$ cat config.mk
export PLATFORM = sky130hd
export DESIGN_NAME = mem_bus_arbiter_flat
export DESIGN_NICKNAME = d
export VERILOG_FILES = /design/src/rtl/mem_bus_arbiter_if.sv /design/src/rtl/mem_bus_arbiter.sv /design/src/flat_wrapper.sv
export SDC_FILE = /design/constraint.sdc
export NUM_CORES = 1
export LEC_CHECK = 0
export ABC_AREA = 1
export ABC_CLOCK_PERIOD_IN_PS = 2500
export BUFFER_PORTS_ARGS = -buffer_cell sky130_fd_sc_hd__buf_2
export CORE_AREA = 3 3 108 110
export CTS_CLUSTER_DIAMETER = 60
export DETAILED_ROUTE_END_ITERATION = 12
export DIE_AREA = 0 0 111 113
export PLACE_DENSITY_LB_ADDON = 0.1
export SYNTH_ARGS = -nofsm -noshare
export SYNTH_HDL_FRONTEND = slang
export SYNTH_SLANG_ARGS = --single-unit
$ cat constraint.sdc
create_clock -name clk -period 2.5 [get_ports clk]
set_input_delay 0.375 -clock clk [delete_from_list [all_inputs] [get_ports clk]]
set_output_delay 0.375 -clock clk [all_outputs]
set_load 0.005 [all_outputs]
$ cat src/rtl/mem_bus_arbiter_if.sv
// Bus bundle for mem_bus_arbiter: IFU request/response, LSU request/response
// and the shared memory port.
//   master : the requesters plus the memory (drives requests, responses, readies)
//   slave  : the arbiter (drives grants, the memory request and forwarded responses)
`timescale 1ns/1ps
interface mem_bus_arbiter_if #(
  parameter int unsigned ADDR_W = 32,
  parameter int unsigned DATA_W = 32
);
  localparam int unsigned MASK_W = DATA_W / 8;

  // IFU (read-only)
  logic              ifu_req_valid;
  logic              ifu_req_ready;
  logic [ADDR_W-1:0] ifu_addr;
  logic              ifu_resp_valid;
  logic              ifu_resp_ready;
  logic [DATA_W-1:0] ifu_rdata;
  logic              ifu_resp_err;

  // LSU (read/write)
  logic              lsu_req_valid;
  logic              lsu_req_ready;
  logic [ADDR_W-1:0] lsu_addr;
  logic              lsu_wen;
  logic [DATA_W-1:0] lsu_wdata;
  logic [MASK_W-1:0] lsu_wmask;
  logic              lsu_resp_valid;
  logic              lsu_resp_ready;
  logic [DATA_W-1:0] lsu_rdata;
  logic              lsu_resp_err;

  // Memory / bus bridge
  logic              mem_req_valid;
  logic              mem_req_ready;
  logic [ADDR_W-1:0] mem_addr;
  logic              mem_wen;
  logic [DATA_W-1:0] mem_wdata;
  logic [MASK_W-1:0] mem_wmask;
  logic              mem_resp_valid;
  logic              mem_resp_ready;
  logic [DATA_W-1:0] mem_rdata;
  logic              mem_resp_err;

  modport master (
    output ifu_req_valid, ifu_addr, ifu_resp_ready,
    output lsu_req_valid, lsu_addr, lsu_wen, lsu_wdata, lsu_wmask, lsu_resp_ready,
    output mem_req_ready, mem_resp_valid, mem_rdata, mem_resp_err,
    input  ifu_req_ready, ifu_resp_valid, ifu_rdata, ifu_resp_err,
    input  lsu_req_ready, lsu_resp_valid, lsu_rdata, lsu_resp_err,
    input  mem_req_valid, mem_addr, mem_wen, mem_wdata, mem_wmask, mem_resp_ready
  );

  modport slave (
    input  ifu_req_valid, ifu_addr, ifu_resp_ready,
    input  lsu_req_valid, lsu_addr, lsu_wen, lsu_wdata, lsu_wmask, lsu_resp_ready,
    input  mem_req_ready, mem_resp_valid, mem_rdata, mem_resp_err,
    output ifu_req_ready, ifu_resp_valid, ifu_rdata, ifu_resp_err,
    output lsu_req_ready, lsu_resp_valid, lsu_rdata, lsu_resp_err,
    output mem_req_valid, mem_addr, mem_wen, mem_wdata, mem_wmask, mem_resp_ready
  );
endinterface

$ cat src/rtl/mem_bus_arbiter.sv
// mem_bus_arbiter: shares one memory port between the IFU (reads) and the LSU
// (reads/writes), one outstanding transaction at a time, LSU has fixed priority.
// Ports:
//   clk   : clock, rising edge
//   rst_n : asynchronous active-low reset
//   bus   : mem_bus_arbiter_if.slave (IFU, LSU and memory channels)
// Request grants and the response path are combinational; the memory request
// fields come from registers latched at grant time.
// Optional: define MEM_ARB_TIMEOUT_EN to time out a response after
// TIMEOUT_CYCLES cycles in RESP and return an error to the owner.
`timescale 1ns/1ps
module mem_bus_arbiter #(
  parameter int unsigned ADDR_W         = 32,
  parameter int unsigned DATA_W         = 32,
  parameter int unsigned TIMEOUT_CYCLES = 255
) (
  input logic              clk,
  input logic              rst_n,
  mem_bus_arbiter_if.slave bus
);
  localparam int unsigned MASK_W = DATA_W / 8;

  typedef enum logic [1:0] {IDLE, REQ, RESP} state_t;
  typedef enum logic [1:0] {OWN_NONE, OWN_IFU, OWN_LSU} owner_t;

  typedef struct packed {
    logic [ADDR_W-1:0] addr;
    logic              wen;
    logic [DATA_W-1:0] wdata;
    logic [MASK_W-1:0] wmask;
  } mem_req_t;

  state_t   state_q, state_d;
  owner_t   owner_q, owner_d;
  mem_req_t req_q, req_d;

  logic              own_resp_ready_c;
  logic              resp_valid_c;
  logic              resp_err_c;
  logic [DATA_W-1:0] resp_rdata_c;
  logic              timeout_c;

`ifdef MEM_ARB_TIMEOUT_EN
  localparam int unsigned CNT_W = ($clog2(TIMEOUT_CYCLES + 1) > 8) ?
                                  $clog2(TIMEOUT_CYCLES + 1) : 8;
  logic [CNT_W-1:0] cnt_q, cnt_d;
  logic             stale_q, stale_d;

  assign timeout_c = (state_q == RESP) && (cnt_q == CNT_W'(TIMEOUT_CYCLES));

  // Response-wait counter and stale-response flag
  always_ff @(posedge clk or negedge rst_n) begin
    if (!rst_n) begin
      cnt_q   <= '0;
      stale_q <= 1'b0;
    end else begin
      cnt_q   <= cnt_d;
      stale_q <= stale_d;
    end
  end
`else
  assign timeout_c = 1'b0;

  // TIMEOUT_CYCLES only matters for the timeout build
  if (TIMEOUT_CYCLES == 0) begin : g_timeout_param_unused
  end
`endif

  // State, owner and latched request
  always_ff @(posedge clk or negedge rst_n) begin
    if (!rst_n) begin
      state_q <= IDLE;
      owner_q <= OWN_NONE;
      req_q   <= '0;
    end else begin
      state_q <= state_d;
      owner_q <= owner_d;
      req_q   <= req_d;
    end
  end

  // Next state, grants and response routing
  always_comb begin
    state_d = state_q;
    owner_d = owner_q;
    req_d   = req_q;
`ifdef MEM_ARB_TIMEOUT_EN
    cnt_d   = cnt_q;
    stale_d = stale_q;
`endif
    bus.ifu_req_ready  = 1'b0;
    bus.lsu_req_ready  = 1'b0;
    bus.mem_req_valid  = 1'b0;
    bus.mem_resp_ready = 1'b0;
    resp_valid_c       = 1'b0;
    resp_err_c         = 1'b0;
    resp_rdata_c       = '0;
    own_resp_ready_c   = (owner_q == OWN_LSU) ? bus.lsu_resp_ready : bus.ifu_resp_ready;

    case (state_q)
      IDLE: begin
        // Readies are gated with rst_n so nothing is granted while in reset
        bus.lsu_req_ready = bus.lsu_req_valid & rst_n;
        bus.ifu_req_ready = bus.ifu_req_valid & ~bus.lsu_req_valid & rst_n;
        if (bus.lsu_req_valid) begin
          owner_d = OWN_LSU;
          req_d   = '{addr: bus.lsu_addr, wen: bus.lsu_wen,
                      wdata: bus.lsu_wdata, wmask: bus.lsu_wmask};
          state_d = REQ;
        end else if (bus.ifu_req_valid) begin
          owner_d = OWN_IFU;
          req_d   = '{addr: bus.ifu_addr, wen: 1'b0, wdata: '0, wmask: '0};
          state_d = REQ;
        end
`ifdef MEM_ARB_TIMEOUT_EN
        // Swallow the late response of a timed-out transaction
        bus.mem_resp_ready = stale_q & rst_n;
        if (stale_q && bus.mem_resp_valid) stale_d = 1'b0;
`endif
      end

      REQ: begin
        bus.mem_req_valid = 1'b1;
        if (bus.mem_req_ready) begin
          state_d = RESP;
`ifdef MEM_ARB_TIMEOUT_EN
          cnt_d   = '0;
`endif
        end
      end

      RESP: begin
        if (timeout_c) begin
          // Internal error response; memory is not acknowledged
          resp_valid_c = 1'b1;
          resp_err_c   = 1'b1;
          if (own_resp_ready_c) begin
            state_d = IDLE;
            owner_d = OWN_NONE;
`ifdef MEM_ARB_TIMEOUT_EN
            stale_d = 1'b1;
`endif
          end
        end else begin
          resp_valid_c       = bus.mem_resp_valid;
          resp_rdata_c       = bus.mem_rdata;
          resp_err_c         = bus.mem_resp_err;
          bus.mem_resp_ready = own_resp_ready_c;
          if (bus.mem_resp_valid && own_resp_ready_c) begin
            state_d = IDLE;
            owner_d = OWN_NONE;
          end
`ifdef MEM_ARB_TIMEOUT_EN
          else if (!bus.mem_resp_valid) begin
            cnt_d = cnt_q + CNT_W'(1);
          end
`endif
        end
      end

      default: begin
        state_d = IDLE;
        owner_d = OWN_NONE;
      end
    endcase
  end

  // Response goes only to the owner; the other side sees zeros
  assign bus.ifu_resp_valid = resp_valid_c & (owner_q == OWN_IFU);
  assign bus.ifu_resp_err   = resp_err_c   & (owner_q == OWN_IFU);
  assign bus.ifu_rdata      = (owner_q == OWN_IFU) ? resp_rdata_c : '0;
  assign bus.lsu_resp_valid = resp_valid_c & (owner_q == OWN_LSU);
  assign bus.lsu_resp_err   = resp_err_c   & (owner_q == OWN_LSU);
  assign bus.lsu_rdata      = (owner_q == OWN_LSU) ? resp_rdata_c : '0;

  assign bus.mem_addr  = req_q.addr;
  assign bus.mem_wen   = req_q.wen;
  assign bus.mem_wdata = req_q.wdata;
  assign bus.mem_wmask = req_q.wmask;

endmodule

$ cat src/flat_wrapper.sv
// flat-port wrapper written by rule: the top's interface ports become plain ports
module mem_bus_arbiter_flat 
#(
  parameter int unsigned ADDR_W         = 32,
  parameter int unsigned DATA_W         = 32,
  parameter int unsigned TIMEOUT_CYCLES = 255
)
  (clk, rst_n, bus_ifu_req_valid, bus_ifu_addr, bus_ifu_resp_ready, bus_lsu_req_valid, bus_lsu_addr, bus_lsu_wen, bus_lsu_wdata, bus_lsu_wmask, bus_lsu_resp_ready, bus_mem_req_ready, bus_mem_resp_valid, bus_mem_rdata, bus_mem_resp_err, bus_ifu_req_ready, bus_ifu_resp_valid, bus_ifu_rdata, bus_ifu_resp_err, bus_lsu_req_ready, bus_lsu_resp_valid, bus_lsu_rdata, bus_lsu_resp_err, bus_mem_req_valid, bus_mem_addr, bus_mem_wen, bus_mem_wdata, bus_mem_wmask, bus_mem_resp_ready);
  mem_bus_arbiter_if #(.ADDR_W(ADDR_W), .DATA_W(DATA_W)) bus_i ();
  input logic clk;
  input logic rst_n;
  input wire logic [$bits(bus_i.ifu_req_valid)-1:0] bus_ifu_req_valid;
  input wire logic [$bits(bus_i.ifu_addr)-1:0] bus_ifu_addr;
  input wire logic [$bits(bus_i.ifu_resp_ready)-1:0] bus_ifu_resp_ready;
  input wire logic [$bits(bus_i.lsu_req_valid)-1:0] bus_lsu_req_valid;
  input wire logic [$bits(bus_i.lsu_addr)-1:0] bus_lsu_addr;
  input wire logic [$bits(bus_i.lsu_wen)-1:0] bus_lsu_wen;
  input wire logic [$bits(bus_i.lsu_wdata)-1:0] bus_lsu_wdata;
  input wire logic [$bits(bus_i.lsu_wmask)-1:0] bus_lsu_wmask;
  input wire logic [$bits(bus_i.lsu_resp_ready)-1:0] bus_lsu_resp_ready;
  input wire logic [$bits(bus_i.mem_req_ready)-1:0] bus_mem_req_ready;
  input wire logic [$bits(bus_i.mem_resp_valid)-1:0] bus_mem_resp_valid;
  input wire logic [$bits(bus_i.mem_rdata)-1:0] bus_mem_rdata;
  input wire logic [$bits(bus_i.mem_resp_err)-1:0] bus_mem_resp_err;
  output wire logic [$bits(bus_i.ifu_req_ready)-1:0] bus_ifu_req_ready;
  output wire logic [$bits(bus_i.ifu_resp_valid)-1:0] bus_ifu_resp_valid;
  output wire logic [$bits(bus_i.ifu_rdata)-1:0] bus_ifu_rdata;
  output wire logic [$bits(bus_i.ifu_resp_err)-1:0] bus_ifu_resp_err;
  output wire logic [$bits(bus_i.lsu_req_ready)-1:0] bus_lsu_req_ready;
  output wire logic [$bits(bus_i.lsu_resp_valid)-1:0] bus_lsu_resp_valid;
  output wire logic [$bits(bus_i.lsu_rdata)-1:0] bus_lsu_rdata;
  output wire logic [$bits(bus_i.lsu_resp_err)-1:0] bus_lsu_resp_err;
  output wire logic [$bits(bus_i.mem_req_valid)-1:0] bus_mem_req_valid;
  output wire logic [$bits(bus_i.mem_addr)-1:0] bus_mem_addr;
  output wire logic [$bits(bus_i.mem_wen)-1:0] bus_mem_wen;
  output wire logic [$bits(bus_i.mem_wdata)-1:0] bus_mem_wdata;
  output wire logic [$bits(bus_i.mem_wmask)-1:0] bus_mem_wmask;
  output wire logic [$bits(bus_i.mem_resp_ready)-1:0] bus_mem_resp_ready;
  assign bus_i.ifu_req_valid = bus_ifu_req_valid;
  assign bus_i.ifu_addr = bus_ifu_addr;
  assign bus_i.ifu_resp_ready = bus_ifu_resp_ready;
  assign bus_i.lsu_req_valid = bus_lsu_req_valid;
  assign bus_i.lsu_addr = bus_lsu_addr;
  assign bus_i.lsu_wen = bus_lsu_wen;
  assign bus_i.lsu_wdata = bus_lsu_wdata;
  assign bus_i.lsu_wmask = bus_lsu_wmask;
  assign bus_i.lsu_resp_ready = bus_lsu_resp_ready;
  assign bus_i.mem_req_ready = bus_mem_req_ready;
  assign bus_i.mem_resp_valid = bus_mem_resp_valid;
  assign bus_i.mem_rdata = bus_mem_rdata;
  assign bus_i.mem_resp_err = bus_mem_resp_err;
  assign bus_ifu_req_ready = bus_i.ifu_req_ready;
  assign bus_ifu_resp_valid = bus_i.ifu_resp_valid;
  assign bus_ifu_rdata = bus_i.ifu_rdata;
  assign bus_ifu_resp_err = bus_i.ifu_resp_err;
  assign bus_lsu_req_ready = bus_i.lsu_req_ready;
  assign bus_lsu_resp_valid = bus_i.lsu_resp_valid;
  assign bus_lsu_rdata = bus_i.lsu_rdata;
  assign bus_lsu_resp_err = bus_i.lsu_resp_err;
  assign bus_mem_req_valid = bus_i.mem_req_valid;
  assign bus_mem_addr = bus_i.mem_addr;
  assign bus_mem_wen = bus_i.mem_wen;
  assign bus_mem_wdata = bus_i.mem_wdata;
  assign bus_mem_wmask = bus_i.mem_wmask;
  assign bus_mem_resp_ready = bus_i.mem_resp_ready;
  mem_bus_arbiter #(.ADDR_W(ADDR_W), .DATA_W(DATA_W), .TIMEOUT_CYCLES(TIMEOUT_CYCLES)) u_core (.clk(clk), .rst_n(rst_n), .bus(bus_i));
endmodule
==> results of run 1 <==
## cells in the mapped netlist
| cell | number | area, um2 |
|---|---|---|
| dfrtp_1 | 73 | 1830 |
| inv_2 | 2 | 7.51 |
| inv_1 | 42 | 158 |
| a21oi_4 | 1 | 16.3 |
| buf_4 | 2 | 15.0 |
| nor2_2 | 1 | 6.26 |
| a31oi_1 | 33 | 206 |
| buf_2 | 10 | 50.1 |
| nand2_1 | 150 | 563 |
| or2_2 | 1 | 6.26 |
| clkbuf_1 | 18 | 67.6 |
| nand3_1 | 40 | 200 |
| nand2_2 | 1 | 6.26 |
| o31ai_1 | 1 | 7.51 |
| nor3_1 | 68 | 340 |
| nor2_1 | 38 | 143 |
| buf_6 | 10 | 113 |
## per-stage QoR
stage	cells	power (mW)	instance area (um2)	setup WS [ps]
after global placement	882	4.36	5170	614
after global routing	898	5.66	5340	138
final	898	5.19	5340	291
after floorplan	491	3.48	3730	1010
after detailed placement	882	4.43	5170	585
after CTS	898	5.29	5340	191
## area by class of cell
type	count	area, um2	area share
Multi-Input combinational cell	334	1500	0.280
Tap cell	140	175	0.0328
Sequential cell	73	1830	0.342
Inverter	44	165	0.0309
Timing Repair Buffer	291	1510	0.282
Clock inverter	6	42.5	0.00796
Clock buffer	10	128	0.0239
## flip-flops by register name (all words and copies together), names as in the netlist
signal and flops:
u_core.bus.mem_wmask 4, u_core.state_q 2, u_core.bus.mem_wen 1, u_core.bus.mem_wdata 32
u_core.owner_q 2, u_core.bus.mem_addr 32
## worst max-delay path, stage by stage (launching register included)
cell     delay [ps]
dfrtp_1         410
or2_2           540
nor3_1          360
buf_2           180
## routing by layer
layer  vias to the layer above  wire (um)  GRT usage  part of all wire
li1                       2102          -          -                 -
met1                      1878       5210      0.246              0.41
met2                       204       6230      0.337              0.49
met3                        14        975     0.0433             0.077
met4                         0        204     0.0583             0.016
met5                         -          0          0                 0
## worst max path at each step
stage | depth (start not counted) | slack [ps] | end | startpoint
3_3_place_gp | 3 | 610 | bus_ifu_rdata[0] | u_core.owner_q[1]
5_1_grt | 3 | 140 | bus_ifu_rdata[0] | u_core.owner_q[1]
4_1_cts | 3 | 190 | bus_ifu_rdata[0] | u_core.owner_q[1]
6_report | 3 | 290 | bus_ifu_rdata[0] | u_core.owner_q[1]
2_1_floorplan | 4 | 1010 | bus_ifu_rdata[0] | u_core.owner_q[1]
3_5_place_dp | 3 | 590 | bus_ifu_rdata[0] | u_core.owner_q[1]
## kinds of logic (layout without fill, tap and decap cells)
family,Yosys count,in the layout,share of synthesized area
simple gates,299,299,0.339
buf+inv,84,351,0.110
flops,73,73,0.489
compound gates,35,35,0.0617
## power breakdown
part	total (mW)	internal, mW	switching (mW)	leakage, nW
clock network	0.829	0.364	0.465	0.0831
registers	2.01	1.72	0.288	0.881
logic	2.35	0.944	1.40	2.16
==> flow_summary.ini, run 1 <==
[clock_tree]
clockBufferDepth = 2
cts-root-buf = clkbuf_8
ctsResizeCount = 0
clk_latency_ps = 340
clk_pin_slew_ps = 80
cts_setup_buffers = 0
cts_tree = done
cts_max_level = 3
cts_made_buffers = 9
hold_buffers = 0
cts.sinks = 73

[global_route]
antenna_found_initial = 0
grt_max_degree = 74
grtUsageTotal = 0.195
grt-ovfl-total = 0
grt_pass1_wl_um = 20000
grt_pass1_vias = 3934

[timing]
period_minus_slack_ps = 2210
tns_ps = 0
max_freq_ghz = 0.453
clock_skew_ps = 7.11
whs_ps = 62.6
fin_crit_sh = 0.884
tightestPinTransition_ps = 627
final-hold-violation-count = 0
setup_viol = 0
rsz0062_at_grt = false
relSlewSlack = 0.582
slew_violations = 0

[drt]
antenna_left = 0
wl_um = 12600
dr.pass1.iters = 5
wl_per_cell_um = 14.1
drtIter0Drc = 309
num_vias = 4198
drc = 0
viasPerCell = 4.67

[worst_setup_path]
start_kind = flop
r2r_setup_slack_ps = 870
r2r_cells = 6
r2r_start = u_core.state_q[0]
critPathKind = reg -> out
crit_required_ps = 2120
arrival_ps = 1830
end_kind = output pin
worstPathMaxFanout = 34
r2r-end = u_core.bus.mem_addr[13]

[placement]
dp_hpwl_um = 9430
gp_congestion = 0.871
port_buffers = 282

[power]
power_density_nw_per_um2 = 971
leakage_nw = 3.13
max-vdd-ir-drop_mv = 0.377

[yosys]
yosysUniqueCellTypes = 17
synth_area_per_cell_um2 = 7.60
syn_inst = 491
netlist_area_um2 = 3730
synth_fp_nets = 633
ys_seq_area_frac = 0.489
synth_seq_cells = 73
yosysWarnings = 0

[finish]
final_common_cell = buf_2
drive_gt1_frac = 0.413
diodes = 0
nNetsFinal = 895
areaGrowthSynthToFinish_pct = 43.1
nFillCells = 1103
utilization = 0.495
mostFrequentLayoutCells = buf_2, nand2_1, dfrtp_1

[die]
die_x_um = 111
coreArea_um2 = 10800
num_io_pins = 283
die-area_um2 = 12500
fp-row-count = 38
dieHeight_um = 113
initial_utilization = 0.346

[hold_path]
hold_path.class = in -> async

[status]
status = finished clean

[flow_run]
max_cap_viol_count = 0
No activity file was read; power rests on OpenSTA's default activity.
==> run 2, diff against run 1 <==
Settings changed: ABC_AREA 1 to unset, CAP_MARGIN set to 20.
==> run 2 against run 1 <==
Compared with the run above:
- fmax shrank 0.65%
- register-to-register slack better by 30 ps
- via count is 20% lower
- first-iteration DRC count down 63%
- synthesized cell count down 41%
- cell count shrank 20%
- flip-flop and latch count is the same
- utilization up 0.20 points
- total power up 2.2%
- highest routed layer unchanged
==> flow_summary.ini, run 2 <==
[yosys]
syn_inst = 291
synth_area_leaders = dfrtp_1, mux2_2, and2_1
synth_edf_count = 0
synthFlopType = dfrtp_1
ys_seq_area_frac = 0.506
synth_fp_nets = 433
netlist_area_um2 = 3610
async_flop_share = 1.00
synthTopCellsByCount = dfrtp_1, and2_1, mux2_2
synth_area_per_cell_um2 = 12.4
yosysUniqueCellTypes = 28
netlist.area_leader.share = 0.506
yosysMostFrequentCell = dfrtp_1
yosysWarnings = 0
synth_seq_cells = 73
yosysTopAreaCell = dfrtp_1

[drt]
viasPerCell = 4.67
drc = 0
wl_um = 11400
num_vias = 3345
antenna_left = 0
dr.pass1.iters = 4
wl_per_cell_um = 15.9
drtIter0Drc = 113

[finish]
multi_input_area_um2 = 1660
diodes = 0
nFillCells = 1055
register_area_um2 = 1830
mostFrequentLayoutCells = buf_2, dfrtp_1, and2_1
design_area_um2 = 5360
drive_gt1_frac = 0.624
nNetsFinal = 714
final_cells = 717
final_common_cell = buf_2
areaGrowthSynthToFinish_pct = 48.5

[worst_setup_path]
crit_required_ps = 2120
r2r-end = u_core.bus.mem_wdata[6]
end_kind = output pin
start_kind = flop
r2r_start = u_core.state_q[1]
critical_path.startpoint = u_core.state_q[0]
arrival_ps = 1850
worstPathMaxFanout = 34
r2r_setup_slack_ps = 900
r2r_cells = 3
critPathKind = reg -> out

[clock_tree]
cts_made_buffers = 9
clockBufferDepth = 2
cts.sinks = 73
cts-root-buf = clkbuf_8
cts_setup_buffers = 0
cts_tree = done
clk_pin_slew_ps = 80
clk_latency_ps = 340
cts_max_level = 3

[power]
power_density_nw_per_um2 = 989
max-vdd-ir-drop_mv = 0.399
leakage_nw = 2.99

[timing]
final-hold-violation-count = 0
fin_ws_ps = 276
period_minus_slack_ps = 2220
clock_skew_ps = 7.88
setup_viol = 0
tightestPinTransition_ps = 518
max_freq_ghz = 0.450
slew_violations = 0
fin_crit_sh = 0.890
tns_ps = 0
relSlewSlack = 0.655
rsz0062_at_grt = false

[die]
fp-row-count = 38
dieHeight_um = 113
coreArea_um2 = 10800
die_x_um = 111
num_io_pins = 283
initial_utilization = 0.335
die-area_um2 = 12500

[placement]
gp_congestion = 0.853
pre_cts_slack_ps = 612
placed_cell_area_um2 = 5160
dp_cells = 700
dp_hpwl_um = 9070
port_buffers = 282

[global_route]
grtUsageTotal = 0.179
grt_pass1_vias = 3451
grt-ovfl-total = 0
grt_max_degree = 42
antenna_found_initial = 0
grt_pass1_wl_um = 18000

[hold_path]
min-delay-start = bus_mem_req_ready
holdPathStages = 2
whs_endpoint = u_core.state_q[0]
hold_path.class = in -> reg

[flow_run]
max_cap_viol_count = 0

[status]
status = finished clean
[run 2: cell count changes after synthesis, moves of 36 or more]
cell     change
inv_1       -39
nand2_1    -147
nand3_1     -39
mux2_2      +49
nor3_1      -68
nor2_1      -36
a22o_1      +37
and2_1      +69
[run 2: final cells by class]
type                            count  share of cell area
Timing Repair Buffer              291               0.279
Clock inverter                      5             0.00700
Sequential cell                    73               0.341
Tap cell                          140              0.0327
Inverter                            3             0.00210
Multi-Input combinational cell    194               0.310
Clock buffer                       11              0.0282
[run 2: layer usage]
layer	global-route usage	share of wire	vias to the layer above
met2	0.334	0.52	168
met1	0.194	0.37	1579
met5	0	0	-
met3	0.0588	0.087	15
met4	0.0517	0.019	0
li1	-	-	1583
[run 2: what timing repair did]
| item | in CTS | in global routing |
|---|---|---|
| hold buffers | 1 | 0 |
| resized for setup | 0 | 0 |
| endpoints found under the hold margin | 26 | 0 |
[run 2: worst max-delay path by stage]
stage	to	slack, ps	depth (start not counted)
2_1_floorplan	bus_ifu_rdata[0]	890	4
3_3_place_gp	bus_ifu_rdata[21]	640	5
3_5_place_dp	u_core.bus.mem_addr[24]	610	4
4_1_cts	bus_ifu_rdata[1]	240	5
5_1_grt	bus_ifu_rdata[25]	110	5
6_report	bus_ifu_rdata[23]	280	5
[run 2: logic make-up after synthesis]
family                 count (synthesis)  synth area share
AND/OR/NAND/NOR                       84             0.149
flip-flops                            73             0.506
multiplexers                          66             0.205
AO/OA/AOI/OAI                         44             0.103
buffers and inverters                 24            0.0371
[run 2: power by group]
group          leakage, nW  switching [mW]  internal (mW)
Clock               0.0919           0.459          0.418
Combinational         2.00            1.04           1.27
Sequential           0.897           0.333           1.79
[run 2: metrics by stage]
stage	power (mW)	util	hold WS [ps]
finish	5.30	0.497	237
CTS	5.41	0.497	222
floorplan	3.36	-	79.4
detailed placement	4.50	0.478	368
global placement	4.47	0.478	365
global route	5.73	0.497	215
[run 2: critical path, cell delays in order (launching register included)]
cell	delay (ps)
dfrtp_1	470
nand2b_2	280
nor3b_4	200
buf_4	280
and2_1	160
buf_2	110
